File: src/rtl/idli_pkg.sv
// Shared idli types: SQI controller states, commands and word-address type.
package idli_pkg;

    localparam int SQI_NUM = 2;

    typedef logic [3:0]  sqi_data_t;
    typedef logic [15:0] word_addr_t;
    typedef logic [2:0]  sqi_state_t;

    typedef enum logic {
        MEM_LO = 1'b0,
        MEM_HI = 1'b1
    } sqi_mem_t;

    localparam sqi_state_t SQI_IDLE  = 3'd0;
    localparam sqi_state_t SQI_CMD   = 3'd1;
    localparam sqi_state_t SQI_ADDR  = 3'd2;
    localparam sqi_state_t SQI_DUMMY = 3'd3;
    localparam sqi_state_t SQI_DATA  = 3'd4;
    localparam sqi_state_t SQI_GAP   = 3'd5;
    localparam sqi_state_t SQI_WDATA = 3'd6;

    localparam logic [7:0] SQI_CMD_READ  = 8'h03;
    localparam logic [7:0] SQI_CMD_WRITE = 8'h02;

    // Command byte followed by the 24-bit byte address, MSB nibble first.
    function automatic logic [31:0] sqi_seq(input logic [7:0] cmd, input word_addr_t addr);
        return {cmd, 8'h00, addr};
    endfunction

endpackage

File: src/rtl/idli_sqi_ctrl.sv
// Instruction fetch over two x4 SQI memories sharing CS/SCK, one 16-bit word per two data nibbles.
// Optional write path enabled by defining IDLI_SQI_WRITE_EN.
module idli_sqi_ctrl
    import idli_pkg::*;
(
    input  logic              i_clk,
    input  logic              i_rst,
`ifdef IDLI_SQI_WRITE_EN
    input  logic              i_wr_vld,
    output logic              o_wr_rdy,
    input  logic [15:0]       i_wr_addr,
    input  logic [15:0]       i_wr_data,
`endif
    input  logic              i_redir_vld,
    input  logic [15:0]       i_redir_addr,
    output logic              o_word_vld,
    input  logic              i_word_rdy,
    output logic [15:0]       o_word,
    output logic              o_sqi_cs_n,
    output logic              o_sqi_sck_en,
    output logic              o_sqi_oe,
    output logic [1:0][3:0]   o_sqi_out,
    input  logic [1:0][3:0]   i_sqi_in,
    output logic [2:0]        o_dbg_state
);

    // Handshake: a word transfers in any cycle where o_word_vld && i_word_rdy.
    sqi_state_t state;
    logic [2:0] cnt;
    word_addr_t addr;
    logic [7:0] up_q;
    logic       word_vld;
    logic [15:0] word;
    logic       phase1_adv;
    logic [31:0] seq;
    sqi_data_t  cmd_nib;

`ifdef IDLI_SQI_WRITE_EN
    logic       wr_mode;
    logic       resume;
    word_addr_t wr_addr;
    logic [15:0] wr_data;
    logic       wr_acc;

    assign o_wr_rdy = (state == SQI_IDLE) || (state == SQI_DATA && !cnt[0]);
    assign wr_acc   = i_wr_vld && o_wr_rdy;
`endif

    assign phase1_adv  = !word_vld || i_word_rdy;
    assign o_word_vld  = word_vld;
    assign o_word      = word;
    assign o_dbg_state = state;

    always_comb begin
`ifdef IDLI_SQI_WRITE_EN
        seq = wr_mode ? sqi_seq(SQI_CMD_WRITE, wr_addr) : sqi_seq(SQI_CMD_READ, addr);
`else
        seq = sqi_seq(SQI_CMD_READ, addr);
`endif
        // cnt runs 0..7 across CMD and ADDR, selecting nibbles from the MSB down.
        cmd_nib = seq[{~cnt, 2'b00} +: 4];
    end

    always_comb begin
        o_sqi_cs_n   = 1'b1;
        o_sqi_sck_en = 1'b0;
        o_sqi_oe     = 1'b0;
        o_sqi_out    = '0;
        case (state)
            SQI_CMD, SQI_ADDR: begin
                o_sqi_cs_n   = 1'b0;
                o_sqi_sck_en = 1'b1;
                o_sqi_oe     = 1'b1;
                o_sqi_out    = {cmd_nib, cmd_nib};
            end
            SQI_DUMMY: begin
                o_sqi_cs_n   = 1'b0;
                o_sqi_sck_en = 1'b1;
            end
            SQI_DATA: begin
                o_sqi_cs_n   = 1'b0;
                o_sqi_sck_en = !cnt[0] || phase1_adv;
            end
`ifdef IDLI_SQI_WRITE_EN
            SQI_WDATA: begin
                o_sqi_cs_n        = 1'b0;
                o_sqi_sck_en      = 1'b1;
                o_sqi_oe          = 1'b1;
                o_sqi_out[MEM_LO] = cnt[0] ? wr_data[3:0] : wr_data[11:8];
                o_sqi_out[MEM_HI] = cnt[0] ? wr_data[7:4] : wr_data[15:12];
            end
`endif
            default: ;
        endcase
    end

    always_ff @(posedge i_clk) begin
        if (i_rst) begin
            state    <= SQI_IDLE;
            cnt      <= '0;
            addr     <= '0;
            up_q     <= '0;
            word_vld <= 1'b0;
            word     <= '0;
`ifdef IDLI_SQI_WRITE_EN
            wr_mode  <= 1'b0;
            resume   <= 1'b0;
            wr_addr  <= '0;
            wr_data  <= '0;
`endif
        end else begin
            if (i_word_rdy) word_vld <= 1'b0;
            case (state)
                SQI_CMD, SQI_ADDR: begin
                    cnt <= cnt + 3'd1;
                    if (cnt == 3'd1) state <= SQI_ADDR;
                    if (cnt == 3'd7) begin
                        cnt <= '0;
`ifdef IDLI_SQI_WRITE_EN
                        state <= wr_mode ? SQI_WDATA : SQI_DUMMY;
`else
                        state <= SQI_DUMMY;
`endif
                    end
                end
                SQI_DUMMY: begin
                    cnt <= cnt + 3'd1;
                    if (cnt[0]) begin
                        cnt   <= '0;
                        state <= SQI_DATA;
                    end
                end
                SQI_DATA: begin
                    if (!cnt[0]) begin
                        up_q <= {i_sqi_in[MEM_HI], i_sqi_in[MEM_LO]};
                        cnt  <= 3'd1;
                    end else if (phase1_adv) begin
                        word     <= {up_q, i_sqi_in[MEM_HI], i_sqi_in[MEM_LO]};
                        word_vld <= 1'b1;
                        addr     <= addr + 16'd1;
                        cnt      <= '0;
                        // Byte address 0x010000 is not ours; restart the burst at 0.
                        if (addr == 16'hFFFF) state <= SQI_GAP;
                    end
                end
                SQI_GAP: begin
                    cnt <= '0;
`ifdef IDLI_SQI_WRITE_EN
                    state <= (wr_mode || resume) ? SQI_CMD : SQI_IDLE;
`else
                    state <= SQI_CMD;
`endif
                end
`ifdef IDLI_SQI_WRITE_EN
                SQI_WDATA: begin
                    cnt <= cnt + 3'd1;
                    if (cnt[0]) begin
                        cnt     <= '0;
                        wr_mode <= 1'b0;
                        state   <= SQI_GAP;
                    end
                end
`endif
                default: ;
            endcase

`ifdef IDLI_SQI_WRITE_EN
            if (wr_acc) begin
                wr_mode <= 1'b1;
                wr_addr <= i_wr_addr;
                wr_data <= i_wr_data;
                cnt     <= '0;
                state   <= (state == SQI_IDLE) ? SQI_CMD : SQI_GAP;
            end
            // During a write a redirect only retargets where reading resumes.
            if (i_redir_vld) begin
                addr     <= i_redir_addr;
                resume   <= 1'b1;
                word_vld <= 1'b0;
                if (!wr_mode && !wr_acc) begin
                    cnt   <= '0;
                    state <= (state == SQI_IDLE) ? SQI_CMD : SQI_GAP;
                end
            end
`else
            if (i_redir_vld) begin
                addr     <= i_redir_addr;
                word_vld <= 1'b0;
                cnt      <= '0;
                state    <= (state == SQI_IDLE) ? SQI_CMD : SQI_GAP;
            end
`endif
        end
    end

endmodule

File: config.mk
export PLATFORM = sky130hd
export DESIGN_NAME = idli_sqi_ctrl
export DESIGN_NICKNAME = d
export VERILOG_FILES = /design/src/rtl/idli_pkg.sv /design/src/rtl/idli_sqi_ctrl.sv
export SDC_FILE = /design/constraint.sdc
export NUM_CORES = 1
export LEC_CHECK = 0
export ABC_CLOCK_PERIOD_IN_PS = 1820
export CORE_MARGIN = 5
export CORE_UTILIZATION = 45
export CTS_CLUSTER_DIAMETER = 120
export DETAILED_ROUTE_END_ITERATION = 6
export GPL_TIMING_DRIVEN = 0
export PLACE_DENSITY = 0.76
export SETUP_SLACK_MARGIN = 0.02
export SLEW_MARGIN = 5
export SYNTH_ARGS = -nofsm -noshare
export SYNTH_HDL_FRONTEND = slang
export SYNTH_SLANG_ARGS = --single-unit
File: constraint.sdc
create_clock -name i_clk -period 1.82 [get_ports i_clk]
set_input_delay 0.273 -clock i_clk [delete_from_list [all_inputs] [get_ports i_clk]]
set_output_delay 0.273 -clock i_clk [all_outputs]
set_load 0.03 [all_outputs]
After elaboration in Yosys (flattened, before gate mapping):

Cells that the tools add are included.

* add/sub/neg operators: 2
* equality and inequality tests: 14
* shifts and indexed selects: 1
* multiplexer cells: 26
* bitwise operators: 2
* reduce and logical (&&, ||, !) cells: 19

Operator list (number)
* 2-to-1 mux 16 bit: 4
* 2-to-1 mux 3 bit: 12
* variable part select 32 x 6 -> 4 bit: 1
* case mux 3 bit (4 select lines): 2
* adder 16 x 1 -> 16 bit, second input constant: 1
* == test 16 bit, second input constant: 1
* inequality test 3 bit, second input constant: 5
* == test 3 bit, second input constant: 3
* 2-to-1 mux 8 bit: 1
* == test 3 x 1 -> 1 bit, second input constant: 2
* == test 3 x 2 -> 1 bit, second input constant: 2
* 2-to-1 mux 1 bit: 6
* AND reduction 3 bit: 2
* AND reduction 6 bit: 1
* nonzero test 2 bit: 3
* nonzero test 5 bit: 1
* inequality test 4 bit, second input constant: 1
* AND reduction 2 bit: 2
* nonzero test 4 bit: 1
* OR reduction 2 bit: 2
* OR reduction 4 bit: 1
* adder 3 x 1 -> 3 bit, second input constant: 1
* zero test 3 bit: 1
* NOT 3 bit: 1
* 5 further kinds: 7

* flip-flop bits (word level): 47
* bits of input ports: 28
* output and inout bits: 31
* word-level logic and storage cells: 71

Longest topological paths before layout:

Gate-level depths: netlist of the first run.

* depth in word-level cells: 6
* depth in mapped cells: 7
* depth with buffers taken out: 7

Worst setup path after synthesis of the first run:

Ideal clock, no wire load.

* path kind: flip-flop to output port
* start point: register state[0] (netlist: o_dbg_state[0])
* end point: output o_sqi_out[6] (netlist bit)
* data arrival time: 2.053 ns
* required time: 1.547 ns
* setup slack: -0.506 ns
* cell stages (with the launch flop): 8
* path buffers: 3
* cells stage by stage: dfxtp_1 -> buf_6 -> clkbuf_1 -> xor2_1 -> nand2_1 -> inv_1 -> and3_1 -> buf_4

RTL lines
* from (decl): RTL line idli_sqi_ctrl.sv:28 `sqi_state_t state;`
* from (signal assigned): RTL line idli_sqi_ctrl.sv:190 `state <= (state == SQI_IDLE) ? SQI_CMD : SQI_GAP;`
* to (decl): RTL line idli_sqi_ctrl.sv:22 `output logic [1:0][3:0] o_sqi_out,`

==> results.md, run 1 <==
- Ys flop type: dfxtp_1
- Final Wtd Congestion: 0.931
- First-pass GRT wire length: between 10000 and 15000 microns
- Grt met2 use: 0.340
- Post-DRT Antenna Nets: 0
- Layout cell share with drive strength beyond 1: 0.268
- Top Ports: 59
- # H-tree levels: 2
- DR vias/cell: between 5 and 6
- Area of the multi-input gates: between 1500 and 2000 sq um
- Drc violations: 0
- Unrepaired setup endpoints after global routing: true
- Layout net count: roughly 430
- Post-DP HPWL: 4780 microns
- Top Usage Layer GRT: met2
- Setup ws final: -0.236 ns
- Req. time, crit path: 1.55 ns
- Met3 usage: 0.0314
- Sequential area share after synthesis: 0.376
- Die W: around 85 microns
- Commonest non-fill, non-tap cell in the layout: nand2_1
- Startpoint types: register
- Failing checks: negative setup slack
- CTS tree: done
- Clk_lat worst skew: roughly 0.3 ns
- Crit Path Category: reg -> out
- Relative slew slack: 0.606
- Clock Skew: 0.00949 ns
- Syn Nets: 346
- Post-Syn Instances: between 300 and 400
- LEAKAGE: 0.00135 uW
- Crit Reg-Reg Startpoint: cnt[0]
- Peak supply drop: 0.560 mV
- Final setup vio count: 11
- DRT Pass-1 Iters: 4
- 1st-iter DRT viols: 144
- Worst Path Arrival: 1.78 ns
- Hold depth: 2
- Pins Over Slew Limit: 0
- Clock sink count: 47
- Async set-reset flop share out of synthesis: 0
- Vias in the first global route: about 2500
- Most frequent cells in the layout: 66 x nand2_1, 46 x clkdlybuf4s50_1, 40 x dfxtp_1
- Crit-path max FO: 6
- Maximum clock insertion buffer count: 2
- Synthesized flop and latch total: 47
- Number of I/O port buffers: 57
- Tcrit/Tclk final: 1.13
- Worst Setup SP: cnt[0]
- Total grt overflow: 0
- Met1 GRT Util: 0.239
- Warnings from Yosys: 0
- Clock transition at the registers of the reported paths: around 0.10 ns
- Tot Pwr: 2410 uW
- Setup TNS: -1.37 ns
- Register area: 957 sq um
- Synth unique cells: 47
- Fmax: just under 500 MHz
- Die Area: 7160 sq um
- Pre-CTS WS: -0.593 ns
- Post-synth EDFFs: 0
- HP Class: in -> reg
- Number of vias in the routed layout: between 2000 and 3000
- CORE AREA: about 5500 sq um
- Total GRT Usage: 0.192
- Initial Util: 0.457
- HP Start: i_rst
- Root Buffer: clkbuf_8
- Synth Cell Area: between 2000 and 3000 sq um
- CTS Hold Bufs: 0
- Pin count of the biggest net entering global routing: 17
- Diode count: 0
- TritonCTS Buffers: 5
- Final Hold Violating Endpoints: 0
- Fill cell count: between 400 and 500
- Initial antenna violation count: 0
- Status: finished, violations left
- Crit path capture type: output port
- Die H: approximately 85 microns
- Worst hold slack: approximately 0.42 ns
- Cell Rows: 27
- Cell Pwr Density: roughly 650 nW/um^2
- DRT Wirelength: 7020 microns
- Area Overhead vs Synth: 48.4%
- Syn avg cell area: ~8.0 sq um
- R2r worst-path depth: 8
- Tightest Pin Transition: a little under 0.6 ns
- WL per Instance: approximately 15 microns
- Post-layout min period: a little over 2 ns
- Max cap viols: 0
[cell usage after synthesis, types with 2 or more instances]
cell | count | area (sq um)
a311oi_1 | 4 | 35.0
o21ai_0 | 12 | 60.1
nand3_1 | 7 | 35.0
buf_6 | 2 | 22.5
nor3_1 | 7 | 35.0
clkbuf_1 | 12 | 45.0
xnor2_1 | 13 | 114
nor4_2 | 3 | 37.5
or3_1 | 3 | 18.8
mux4_2 | 4 | 90.1
nor2_1 | 21 | 78.8
nand4_1 | 3 | 18.8
inv_1 | 8 | 30.0
buf_4 | 4 | 30.0
buf_1 | 3 | 11.3
nand2b_1 | 4 | 25.0
and4_1 | 3 | 26.3
buf_2 | 4 | 20.0
dfxtp_1 | 47 | 941
and3_1 | 5 | 31.3
ha_1 | 5 | 62.6
nand2_1 | 69 | 259
a21oi_1 | 37 | 185
a211oi_1 | 10 | 75.1
[logic make-up (layout without fill, tap and decap cells)]
logic type,Yosys count,in the layout,synth area share
buffers and inverters,34,120,0.0650
muxes,5,5,0.0400
AOI/OAI and AO/OA,74,74,0.180
xor gates and xnor gates,14,14,0.0490
and+or+nand+nor,134,134,0.265
DFF,47,47,0.376
adders and majority gates,5,5,0.0250
[area by class of cell]
class	instances	area share
Clock buffer	6	0.0253
Inverter	9	0.0101
Sequential cell	47	0.258
Multi-Input combinational cell	232	0.428
Buffer	23	0.0478
Tap cell	72	0.0242
Clock inverter	2	0.00471
Timing Repair Buffer	80	0.202
[worst paths after layout]
| path | slack (ns) | endpoint |
|---|---|---|
| worst max-delay path | -0.24 | o_sqi_out[5] |
| worst min-delay path | 0.42 | addr[11] |
| worst max register to register | -0.05 | o_dbg_state[0] |
| worst min register to register | 0.46 | o_word[15] |
[where the power goes]
| group | internal, uW | leakage [uW] | switching (uW) | total [uW] |
|---|---|---|---|---|
| sequential | 1070 | 0.000387 | 55.9 | 1130 |
| combinational | 258 | 0.000909 | 283 | 542 |
| clock | 362 | 0.0000569 | 382 | 744 |
[registers in the layout (all words and copies together) (netlist names)]
register and count:
addr 16, cnt 3, o_dbg_state 3, o_word 16
o_word_vld 1, up_q 8
[per-layer routing]
layer | part of all wire | vias up
met4 | 0.021 | 0
met3 | 0.052 | 14
met5 | 0 | -
li1 | - | 1259
met2 | 0.50 | 79
met1 | 0.43 | 1213
[through the flow]
| step | std cells | utilization | instance area [sq um] |
|---|---|---|---|
| 4_1_cts | 462 | 0.652 | 3570 |
| 3_3_place_gp | 442 | 0.591 | 3230 |
| 2_1_floorplan | 313 | - | 2570 |
| 5_1_grt | 471 | 0.679 | 3720 |
| 6_report | 471 | 0.679 | 3720 |
| 3_5_place_dp | 442 | 0.591 | 3230 |
[timing repair]
action | in CTS | in global routing
resized for setup | 102 | 28
setup endpoints to repair | 35 | 36
cloned | 0 | 0
setup buffers | 14 | 9
pin swaps | 8 | 10
[worst max-delay path: stages (launching register included)]
cell	delay, ns
dfxtp_2	0.36
buf_8	0.12
buf_8	0.10
mux4_2	0.51
nand2_2	0.10
a21oi_4	0.06
buf_6	0.11
buf_6	0.12
Note: power is estimated with default switching activity, not from simulation.
==> run 2, diff against run 1 <==
- TNS_END_PERCENT: not set -> 30
==> run 2 against run 1 <==
  * The run still ends with negative setup slack left
  * Combinational power rose by 2%
  * Via count is 1.3% lower
  * Clock-buffer cell count unchanged
  * Sequential share of layout area grew 0.19 points
  * Critical path type unchanged
  * Largest power group unchanged
  * Highest routed layer unchanged
==> results.md, run 2 (same netlist as run 1, synthesis figures left out) <==
- Pins Over Slew Limit: 0
- Top Ports: 59
- Failing checks: negative setup slack
- Final setup vio count: 12
- Req. time, crit path: between 1.5 and 2 ns
- WL per Instance: about 16 microns
- Pre-CTS WS: -0.582 ns
- Initial antenna violation count: 0
- Internal: 1690 uW
- Total grt overflow: 0
- Initial Util: 0.457
- Clk_lat worst skew: approximately 0.31 ns
- Crit Path Category: reg -> out
- CTS tree: done
- LEAKAGE: 0.00127 uW
- Combinational fraction of design power: 0.227
- Tcrit/Tclk final: 1.15
- # H-tree levels: 2
- Worst Path Arrival: around 1.8 ns
- Seq pwr share: 0.462
- Final Hold Violating Endpoints: 0
- Crit-path max FO: 5
- Fill cell count: around 450
- Net Sw Frac: 0.307
- Final Wtd Congestion: 0.957
- Root Buffer: clkbuf_8
- First-pass GRT wire length: approximately 12000 microns
- Cell Rows: 27
- Peak supply drop: 0.533 mV
- Most frequent cells in the layout: 65 x nand2_1, 46 x clkdlybuf4s50_1, 36 x dfxtp_1
- Diode count: 0
- DRT Wirelength: 7320 microns
- Tightest Pin Transition: 0.584 ns
- Cell Pwr Density: between 600 and 700 nW/um^2
- Largest stage delay, worst path: 0.51 ns
- Die Area: roughly 7200 sq um
- Setup ws final: -0.281 ns
- Pin count of the biggest net entering global routing: 17
- TritonCTS Buffers: 5
- Die W: approximately 85 microns
- 1st-iter DRT viols: about 190
- Post-DP HPWL: a little under 5000 microns
- Drc violations: 0
- Total GRT Usage: 0.199
- Fmax: between 400 and 500 MHz
- Maximum clock insertion buffer count: 2
- Number of I/O port buffers: 57
- CORE AREA: around 5500 sq um
- Max cap viols: 0
- Layout net count: 424
- Startpoint types: register
- Layout cell share with drive strength beyond 1: 0.278
- Slowest-stage cell, CP: mux4_2
- Vias in the first global route: ~2500
- DRT Pass-1 Iters: 5
- DR vias/cell: ~5.5
- Clock transition at the registers of the reported paths: about 0.10 ns
- HP Class: in -> reg
- Unrepaired setup endpoints after global routing: true
- Die H: around 85 microns
- Status: finished, violations left
- Relative slew slack: 0.611
- Clock sink count: 47
- Final Util: 0.678
- Post-DRT Antenna Nets: 0
- Crit path capture type: output port
- Clk network pwr share: 0.311
- Post-layout min period: approximately 2.1 ns
- Commonest non-fill, non-tap cell in the layout: nand2_1
- Area Overhead vs Synth: 48.1%
- Number of vias in the routed layout: 2531
- CP Cell Sequence: buf_8 > buf_8 > mux4_2 > nand2_2 > a21oi_4 > buf_6 > buf_6
- Switch Pwr: 752 uW
- Clock Skew: 0.0101 ns
run 2: changes by cell type in the layout (fill, tap and decap cells not counted), sizes merged:
cell / change
clkbuf: +1
clkinv: -1
buf: -8
inv: +1
run 2: cell type report:
type | count | area (sq um) | area share
inverter | 9 | 38.8 | 0.0105
tap | 72 | 90.1 | 0.0243
buffer | 23 | 181 | 0.0489
multi-input combinational | 232 | 1630 | 0.440
sequential | 47 | 962 | 0.259
timing repair buffer | 73 | 693 | 0.187
clock buffer | 6 | 93.8 | 0.0253
clock inverter | 2 | 17.5 | 0.00472
run 2: final timing paths:
check / startpoint / endpoint / slack, ns / cells after the start
max: cnt[0] / o_sqi_out[5] / -0.28 / 7
min: i_rst / addr[11] / 0.42 / 2
max reg2reg: cnt[0] / o_dbg_state[2] / -0.16 / 10
min reg2reg: up_q[0] / o_word[8] / 0.45 / 2
run 2: through the flow:
step | TNS [ns] | area [sq um] | power [uW] | instances | hold WS [ns]
final | -1.92 | 3710 | 2450 | 464 | 0.420
after global routing | -2.77 | 3710 | 2540 | 464 | 0.457
after CTS | -1.54 | 3560 | 2400 | 461 | 0.424
after detailed placement | -14.20 | 3230 | 1610 | 442 | 0.445
after global placement | -12.70 | 3230 | 1600 | 442 | 0.436
after floorplan | 0 | 2570 | 1430 | 313 | 0.409
run 2: worst max-delay path, delay by kind of cell, from the launching register on:
| family | cells | cell delay [ns] |
|---|---|---|
| compound gates | 1 | 0.06 |
| simple gates | 1 | 0.11 |
| buf+inv | 4 | 0.47 |
| mux | 1 | 0.51 |
| flops | 1 | 0.37 |
run 2: power groups by stage:
| stage | Sequential (uW) | Combinational [uW] | Clock (uW) |
|---|---|---|---|
| finish | 1130 | 555 | 760 |
| global route | 1140 | 593 | 812 |
| CTS | 1120 | 511 | 769 |
| detailed placement | 1140 | 468 | 0 |
| global placement | 1140 | 460 | 0 |
| floorplan | 1140 | 290 | 0 |
run 2: timing repair:
action / 4_1_cts / 5_1_grt
pin swaps: 10 / 17
buffers inserted: 12 / 4
resized for setup: 110 / 37
endpoints found under the setup margin: 42 / 39
hold buffers: 0 / 0
run 2: routing by layer:
layer	vias to the layer above	global-route usage	wire, microns
met2	105	0.335	3730
met5	-	0	0
met4	0	0.0633	119
met3	15	0.0442	514
met1	1175	0.254	2960
li1	1236	-	-
==> run 3, diff against run 2 <==
- CORE_ASPECT_RATIO: not set -> 1.2
==> run 3 against run 2 <==
  * The flow still finishes with violations (negative setup slack)
  * Largest power group unchanged
  * Wire length increased by 1.0%
  * Cell area decreased by 1.0%
  * Fmax increased by 2.4%
  * Largest cell class unchanged
  * Highest routed layer unchanged
  * Total power decreased by 0.74%
  * Combinational power decreased by 3%
  * Critical path depth unchanged
==> results.md, run 3 (same netlist as run 1, synthesis figures left out) <==
- CTS tree: done
- Cell Pwr Density: ~660 nW/um^2
- Clock Skew: 0.0114 ns
- Finished Cell Area: about 3700 sq um
- Post-layout min period: a little over 2 ns
- Diode count: 0
- Tcrit/Tclk final: 1.13
- Clk_lat worst skew: 0.30 ns
- Fill cell count: 420
- Setup TNS: -1.30 ns
- Unrepaired setup endpoints after global routing: true
- Worst Path Arrival: around 1.8 ns
- Seq pwr share: 0.466
- Number of vias in the routed layout: 2575
- Cell Rows: 29
- Post-DP HPWL: 5010 microns
- HP Class: reg -> reg
- Total GRT Usage: 0.197
- Most frequent cells in the layout: 65 x nand2_1, 46 x clkdlybuf4s50_1, 39 x dfxtp_1
- Failing checks: negative setup slack
- WL per Instance: around 16 microns
- Top Ports: slightly below 60
- Total grt overflow: 0
- Maximum clock insertion buffer count: 2
- Area of the multi-input gates: around 1600 sq um
- Max cap viols: 0
- Tightest Pin Transition: between 0.6 and 0.7 ns
- First-pass GRT wire length: 11900 microns
- DRT Wirelength: between 7000 and 8000 microns
- Slowest-stage cell, CP: dfxtp_2
- Relative slew slack: 0.539
- Pins Over Slew Limit: 0
- LEAKAGE: about 0.0013 uW
- Area Overhead vs Synth: 46.6%
- Switch Pwr: roughly 700 uW
- Number of I/O port buffers: 57
- Drc violations: 0
- Post-DRT Antenna Nets: 0
- Final Wtd Congestion: a little over 0.8
- # H-tree levels: 2
- Startpoint types: register
- Clk network pwr share: 0.311
- Crit path capture type: output port
- Layout net count: ~430
- Clock transition at the registers of the reported paths: ~0.10 ns
- CORE AREA: approximately 5300 sq um
- Largest stage delay, worst path: around 0.37 ns
- TritonCTS Buffers: 5
- Die Area: between 7000 and 8000 sq um
- Die H: 91.7 microns
- Combinational fraction of design power: 0.223
- DR vias/cell: approximately 5.6
- DRT Pass-1 Iters: 5
- Vias in the first global route: 2572
- Crit-path max FO: 9
- Largest delay share family, worst path: buffers and inverters
- Crit Path Category: reg -> out
- Setup ws final: -0.233 ns
- Final Hold Violating Endpoints: 0
- Pin count of the biggest net entering global routing: 16
- Initial Util: 0.469
- Post-place instance area: 3220 sq um
- Root Buffer: clkbuf_8
- Peak supply drop: around 0.54 mV
- 1st-iter DRT viols: around 140
- Final setup vio count: 9
- Commonest non-fill, non-tap cell in the layout: nand2_1
- Internal: between 1500 and 2000 uW
- Req. time, crit path: 1.55 ns
- Net Sw Frac: 0.289
- CP Cell Sequence: buf_8 > buf_8 > buf_4 > mux4_2 > and3_4 > buf_6 > buf_6
- Layout cell share with drive strength beyond 1: 0.268
- Register area: about 960 sq um
- WP buf/inv: 5
- Clock sink count: 47
- Status: finished, violations left
- Initial antenna violation count: 0
- Die W: 78.1 microns
- Fmax: 487 MHz
- Worst hold slack: between 0.4 and 0.5 ns
==> run 3: per-stage QoR <==
step / setup slack (ns) / total power (uW) / util / instances
2_1_floorplan: 0.00486 / 1430 / - / 313
3_3_place_gp: -0.563 / 1600 / 0.604 / 432
3_5_place_dp: -0.584 / 1610 / 0.604 / 432
4_1_cts: -0.238 / 2390 / 0.646 / 446
5_1_grt: -0.295 / 2530 / 0.688 / 457
6_report: -0.233 / 2430 / 0.688 / 457
==> run 3: worst reg2reg max path, cell delays in order, from the launching register on <==
cell     delay (ns)
dfxtp_4        0.39
nor3b_4        0.24
buf_6          0.17
nand4_4        0.15
or4_4          0.56
a21oi_2        0.14
o31ai_1        0.07
==> run 3: layer usage <==
layer | global-route usage | vias up | routed length [microns]
met3 | 0.0539 | 9 | 513
met1 | 0.216 | 1233 | 2990
li1 | - | 1246 | -
met4 | 0.0563 | 0 | 62
met5 | 0 | - | 0
met2 | 0.365 | 87 | 3820
==> run 3: area by class of cell <==
class,instances,share of cell area
Inverter,9,0.0106
Buffer,23,0.0460
Tap cell,62,0.0211
Multi-Input combinational cell,232,0.435
Clock inverter,1,0.00239
Sequential cell,47,0.260
Clock buffer,7,0.0293
Timing Repair Buffer,76,0.195
==> run 3: final timing paths <==
check	slack, ns	to	cells past startpoint	startpoint
max reg2reg	-0.02	o_dbg_state[2]	6	o_dbg_state[1]
max	-0.23	o_sqi_out[7]	7	cnt[0]
min	0.46	o_word[10]	2	up_q[2]
min reg2reg	0.46	o_word[10]	2	up_q[2]
==> run 3: power groups by stage <==
stage	combinational [uW]	sequential, uW	clock, uW
after floorplan	290	1140	0
after global placement	459	1140	0
after detailed placement	466	1140	0
after CTS	496	1120	777
after global routing	583	1140	811
final	541	1130	754
==> run 3: repair_timing <==
item	CTS	global route
setup endpoints to repair	37	38
pin swaps	10	14
gates resized for setup	89	41
setup buffers	6	14
hold buffers	0	0
